[src/rtl/adc_channel_scheduler.sv]
// adc_channel_scheduler
//   Round-robin scheduler sharing one external I2C ADC between up to four analog
//   channels. Selects the ADC channel, waits out switch settling, drops the first
//   conversion after a switch and hands tagged 12-bit samples downstream over
//   valid/ready.
//
// Ports
//   clk, rst       : clock, asynchronous active-low reset
//   enable         : scheduling run enable
//   ch_mask        : channel enable mask (bit i = channel i), sampled in SELECT only
//   adc_data       : conversion result from the ADC I2C controller
//   adc_done       : one-cycle pulse, adc_data holds a new conversion
//   adc_channel    : channel select to the ADC I2C controller
//   sample_data    : captured sample
//   sample_ch      : channel tag of sample_data
//   sample_valid   : sample available (held until sample_ready)
//   sample_ready   : downstream accepts sample
//   err_timeout    : sticky, a channel produced no conversion in time
//   clr_err        : synchronous clear of err_timeout (a same-cycle set wins)
module adc_channel_scheduler #(
    parameter int unsigned NUM_CH      = 4,
    parameter int unsigned SETTLE_CYC  = 16,
    parameter int unsigned TIMEOUT_CYC = 4096
) (
    input  logic              clk,
    input  logic              rst,
    input  logic              enable,
    input  logic [NUM_CH-1:0] ch_mask,
    input  logic [11:0]       adc_data,
    input  logic              adc_done,
    output logic [1:0]        adc_channel,
    output logic [11:0]       sample_data,
    output logic [1:0]        sample_ch,
    output logic              sample_valid,
    input  logic              sample_ready,
    output logic              err_timeout,
    input  logic              clr_err
);

    localparam int unsigned SettleW  = (SETTLE_CYC > 1) ? $clog2(SETTLE_CYC) : 1;
    localparam int unsigned TimeoutW = $clog2(TIMEOUT_CYC);
    localparam logic [SettleW-1:0]  SettleLast  = SettleW'(SETTLE_CYC - 1);
    localparam logic [TimeoutW-1:0] TimeoutLast = TimeoutW'(TIMEOUT_CYC - 1);

    typedef enum logic [2:0] {
        StIdle,
        StSelect,
        StSettle,
        StDiscard,
        StCapture,
        StOutput
    } state_e;

    state_e state_q, state_d;

    logic [1:0]          adc_channel_q, adc_channel_d;
    logic [1:0]          last_q, last_d;
    logic [11:0]         sample_data_q, sample_data_d;
    logic [1:0]          sample_ch_q, sample_ch_d;
    logic                sample_valid_q, sample_valid_d;
    logic                err_q, err_d;
    logic [SettleW-1:0]  settle_cnt_q, settle_cnt_d;
    logic [TimeoutW-1:0] to_cnt_q, to_cnt_d;

    logic       settle_done, to_done, capture, timeout, waiting;
    logic [3:0] mask_ext;
    logic [1:0] next_ch, cand;
    logic       next_found;

    assign mask_ext    = 4'(ch_mask);
    assign settle_done = (settle_cnt_q == SettleLast);
    assign to_done     = (to_cnt_q == TimeoutLast);
    assign waiting     = (state_q == StDiscard) || (state_q == StCapture);
    assign capture     = (state_q == StCapture) && enable && adc_done;
    // adc_done on the terminal count is still a valid conversion, so it beats the timeout.
    assign timeout     = waiting && enable && !adc_done && to_done;

    // First enabled channel after the last serviced one, wrapping modulo NUM_CH.
    always_comb begin
        next_ch    = adc_channel_q;
        next_found = 1'b0;
        cand       = 2'd0;
        for (int unsigned k = 1; k <= NUM_CH; k++) begin
            cand = 2'((32'(last_q) + k) % NUM_CH);
            if (!next_found && mask_ext[cand]) begin
                next_ch    = cand;
                next_found = 1'b1;
            end
        end
    end

    // State register
    always_ff @(posedge clk or negedge rst) begin
        if (!rst) begin
            state_q <= StIdle;
        end else begin
            state_q <= state_d;
        end
    end

    // Next-state logic
    always_comb begin
        state_d = state_q;
        case (state_q)
            StIdle: begin
                if (enable && (|ch_mask)) state_d = StSelect;
            end
            StSelect: begin
                if (!next_found)                    state_d = StIdle;
                else if (next_ch == adc_channel_q)  state_d = StCapture;
                else                                state_d = StSettle;
            end
            StSettle: begin
                if (!enable)          state_d = StIdle;
                else if (settle_done) state_d = StDiscard;
            end
            StDiscard: begin
                if (!enable)       state_d = StIdle;
                else if (adc_done) state_d = StCapture;
                else if (to_done)  state_d = StSelect;
            end
            StCapture: begin
                if (!enable)       state_d = StIdle;
                else if (adc_done) state_d = StOutput;
                else if (to_done)  state_d = StSelect;
            end
            StOutput: begin
                // Valid is never withdrawn: leave only on the handshake.
                if (sample_ready) state_d = enable ? StSelect : StIdle;
            end
            default: state_d = StIdle;
        endcase
    end

    // Output / datapath next-state logic
    always_comb begin
        adc_channel_d  = adc_channel_q;
        last_d         = last_q;
        sample_data_d  = sample_data_q;
        sample_ch_d    = sample_ch_q;
        sample_valid_d = sample_valid_q;
        err_d          = err_q;
        settle_cnt_d   = '0;
        to_cnt_d       = '0;

        case (state_q)
            StSelect: begin
                if (next_found && (next_ch != adc_channel_q)) adc_channel_d = next_ch;
            end
            StSettle: begin
                settle_cnt_d = settle_done ? settle_cnt_q : settle_cnt_q + SettleW'(1);
            end
            StDiscard, StCapture: begin
                // Clears on every entry (including DISCARD -> CAPTURE), saturates otherwise.
                if (state_d == state_q) begin
                    to_cnt_d = to_done ? to_cnt_q : to_cnt_q + TimeoutW'(1);
                end
            end
            StOutput: begin
                if (sample_ready) sample_valid_d = 1'b0;
            end
            default: ;
        endcase

        if (capture) begin
            sample_data_d  = adc_data;
            sample_ch_d    = adc_channel_q;
            sample_valid_d = 1'b1;
            last_d         = adc_channel_q;
        end

        if (timeout) last_d = adc_channel_q;

        if (clr_err) err_d = 1'b0;
        if (timeout) err_d = 1'b1;
    end

    always_ff @(posedge clk or negedge rst) begin
        if (!rst) begin
            adc_channel_q  <= 2'd0;
            last_q         <= 2'(NUM_CH - 1);
            sample_data_q  <= 12'd0;
            sample_ch_q    <= 2'd0;
            sample_valid_q <= 1'b0;
            err_q          <= 1'b0;
            settle_cnt_q   <= '0;
            to_cnt_q       <= '0;
        end else begin
            adc_channel_q  <= adc_channel_d;
            last_q         <= last_d;
            sample_data_q  <= sample_data_d;
            sample_ch_q    <= sample_ch_d;
            sample_valid_q <= sample_valid_d;
            err_q          <= err_d;
            settle_cnt_q   <= settle_cnt_d;
            to_cnt_q       <= to_cnt_d;
        end
    end

    assign adc_channel  = adc_channel_q;
    assign sample_data  = sample_data_q;
    assign sample_ch    = sample_ch_q;
    assign sample_valid = sample_valid_q;
    assign err_timeout  = err_q;

endmodule

[config.mk]
export PLATFORM = sky130hd
export DESIGN_NAME = adc_channel_scheduler
export DESIGN_NICKNAME = d
export VERILOG_FILES = /design/src/rtl/adc_channel_scheduler.sv
export SDC_FILE = /design/constraint.sdc
export NUM_CORES = 1
export LEC_CHECK = 0
export CAP_MARGIN = 20
export CORE_MARGIN = 2
export CORE_UTILIZATION = 25
export CTS_CLUSTER_SIZE = 8
export DETAILED_ROUTE_END_ITERATION = 8
export DONT_BUFFER_PORTS = 1
export PLACE_DENSITY = 0.48
export SLEW_MARGIN = 0
export SYNTH_ARGS = -nofsm -noshare
export SYNTH_HDL_FRONTEND = slang
export SYNTH_SLANG_ARGS = --single-unit
export TNS_END_PERCENT = 20
[constraint.sdc]
create_clock -name clk -period 4.45 [get_ports clk]
set_input_delay 0.445 -clock clk [delete_from_list [all_inputs] [get_ports clk]]
set_output_delay 0.445 -clock clk [all_outputs]
set_load 0.05 [all_outputs]
==> metrics.txt <==
number of global-route vias before repair=1617; Post-CTS Setup Repair Bufs=0; IO Count=40; maximum VDD drop=0.000385 V; CP Buf/Inv Count=0; Post-synth top cells=37 x dfrtp_1, 24 x nor2_1, 18 x nand2_1; Synth Instances=228; most numerous cell in the Yosys netlist=dfrtp_1; Max Slew Vio Count=0; Starting Density=0.259; Max-Cap Viols=0; CP cell instances=ha_1 -> nand4_2 -> or3_1 -> a21oi_1 -> a311oi_2 -> o221ai_2 -> nor3_1; Core ar.=8760 sq um; top cells by area, synth=dfrtp_1 41%, nor2_1 4.0%, mux2_1 3.5%; Final setup viols=0; Syn Area/Cell=9.95 sq um; worst-case clock skew=0.0113 ns; Final Hold Vio Count=0; startpoint kind of the worst setup timing path=register; Final period util=0.612; detailed-route vias per instance=4.96; 1st-iter DRT viols=82; RSZ-0062 raised after global routing=no; CTS sink count=39; final worst path period need=2.73 ns; routed wire length=4710 microns; die area=9860 sq um; Hold-fix buffers, CTS=2; WP data required=4.58 ns; Worst setup EP type=register; reg2reg start=to_cnt_q[0]; Final TNS setup=0 ns; DR WL/cell=14.1 microns; clock tree buffer depth=2; Post-synth ARST share=1.00; die height=99.3 microns; max incr delay on CP=0.73 ns; CTS H-tree depth=2; post-CTS sizing=0; overall power=1440 uW; DRT Pass-1 Iters=4; first-pass GRT wire length=8290 microns; status=complete, no violations; crit path max-delay cell type=o221ai_2; Site Rows=34; Num CTS Buffers=5; pin count of the biggest net entering global routing=40; worst hold path endpoint=err_timeout; post-synth top area share=0.408; Die Wd=99.3 microns; Seq/Total Area, Yosys=0.431; worst endpoint data arrival time=2.86 ns; Area Overhead vs Synth=7.11%; Unique masters post-synth=58; hold crit path type=in -> reg; GRT Util Overall=0.105; Max Fclk=0.367 GHz; initial antenna violation count=0; I/O Buffers=0; layout cells sized above 1=0.169; synth warn=0; clock root buffer=clkbuf_8; Reg-to-Reg End=to_cnt_q[10]; HPWL after DPL=3370 microns; cell leakage power=0.000960 uW; Hold Crit Start=clr_err; Diodes inserted=0; Routed Antenna Nets=0; Vias=1653; cell taking the most area after synthesis=dfrtp_1; register bit total from synthesis=39; Syn Std Cell Area=2270 sq um; DRC viols=0; WHS Path Cells=1; GR Overflow Total=0; final-stage net count=248; Worst R2R Setup Slack=1.72 ns; Reg clk slew, reported paths=0.08 ns; number of enable flip-flop cells after synthesis=0; placer's final routability congestion estimate=0.723; Post-synth top flop=dfrtp_1; Crit Path Class=reg -> reg; CTS tree=built; power density cells=593 nW/um^2; top cell family by delay on the critical path=compound AO/OA/AOI/OAI gates; Tightest Pin Transition=0.890 ns; Worst-Skew Late Latency=0.29 ns; Worst slew margin=0.407; total nets after synthesis=252; worst r2r path cells=7; Worst Path Max Fanout=12
[per-layer routing]
metal | routed length, microns | global-route usage | vias up
met5 | 0 | 0 | -
met4 | 97 | 0.0443 | 0
met3 | 261 | 0.0302 | 5
met2 | 2130 | 0.159 | 38
met1 | 2220 | 0.141 | 796
li1 | - | - | 814
[final cells by class]
type / count / area, sq um
well taps: 108 / 135
fillers: 949 / 6330
clock inverters: 1 / 5.00
multi-input cells: 170 / 1170
flip-flops and latches: 39 / 978
repair buffers: 2 / 30.0
clock buffers: 7 / 86.3
inverters: 6 / 22.5
[metrics by stage]
| step | hold slack (ns) | cells | utilization | setup WS, ns | area [sq um] |
|---|---|---|---|---|---|
| after floorplan | 0.149 | 228 | - | 2.49 | 2270 |
| after global placement | 0.153 | 323 | 0.264 | 1.79 | 2310 |
| after detailed placement | 0.153 | 323 | 0.264 | 1.71 | 2310 |
| after CTS | 0.240 | 333 | 0.277 | 1.70 | 2430 |
| after global routing | 0.243 | 333 | 0.277 | 1.50 | 2430 |
| final | 0.254 | 333 | 0.277 | 1.72 | 2430 |
[kinds of logic (layout without fill, tap and decap cells)]
kind of cell | after synthesis | after routing | synth area share
buffers and inverters | 19 | 16 | 0.0518
AO/OA/AOI/OAI | 49 | 49 | 0.162
XOR/XNOR | 6 | 6 | 0.0232
adder cells (fa/ha/maj) | 2 | 2 | 0.0110
flip-flops | 39 | 39 | 0.431
multiplexers | 20 | 20 | 0.0981
AND/OR/NAND/NOR | 93 | 93 | 0.223
[report_power, final]
| group | switching (uW) | total [uW] | internal, uW | leakage, uW |
|---|---|---|---|---|
| Combinational | 178 | 359 | 181 | 0.000397 |
| Clock | 122 | 247 | 125 | 0.0000482 |
| Sequential | 382 | 836 | 455 | 0.000514 |
| Total | 681 | 1440 | 761 | 0.000960 |
[cell usage in the layout (no fill, tap or decap), drive strengths merged, types with 3 or more instances in the layout]
cell type | Yosys | final
dfrtp | 37 | 37
nor2 | 29 | 29
nand2 | 18 | 18
mux2 | 15 | 15
a21oi | 14 | 14
o21ai | 11 | 11
nand3 | 7 | 7
nor3 | 7 | 7
clkbuf | 2 | 7
inv | 6 | 6
nor2b | 5 | 5
mux2i | 5 | 5
or3 | 4 | 4
nand3b | 3 | 3
nand2b | 3 | 3
a31oi | 3 | 3
and3 | 3 | 3
xnor2 | 3 | 3
xor2 | 3 | 3
nand4 | 3 | 3
nor4 | 3 | 3
[worst max path at each step]
stage	to	startpoint	slack, ns	cells past startpoint
final	to_cnt_q[10]	to_cnt_q[0]	1.72	7
after global placement	to_cnt_q[10]	to_cnt_q[0]	1.79	7
after detailed placement	to_cnt_q[8]	to_cnt_q[0]	1.71	7
after global routing	to_cnt_q[8]	to_cnt_q[1]	1.50	7
after CTS	to_cnt_q[10]	to_cnt_q[0]	1.70	7
after floorplan	to_cnt_q[11]	to_cnt_q[0]	2.49	9
[state kept, by name, indices dropped and copies added, names as in the netlist]
register	cells
settle_cnt_q	4
state_q	3
sample_data	12
sample_ch	2
sample_valid	1
to_cnt_q	12
adc_channel	2
err_timeout	1
last_q	2
(Power assumes the default switching activity.)
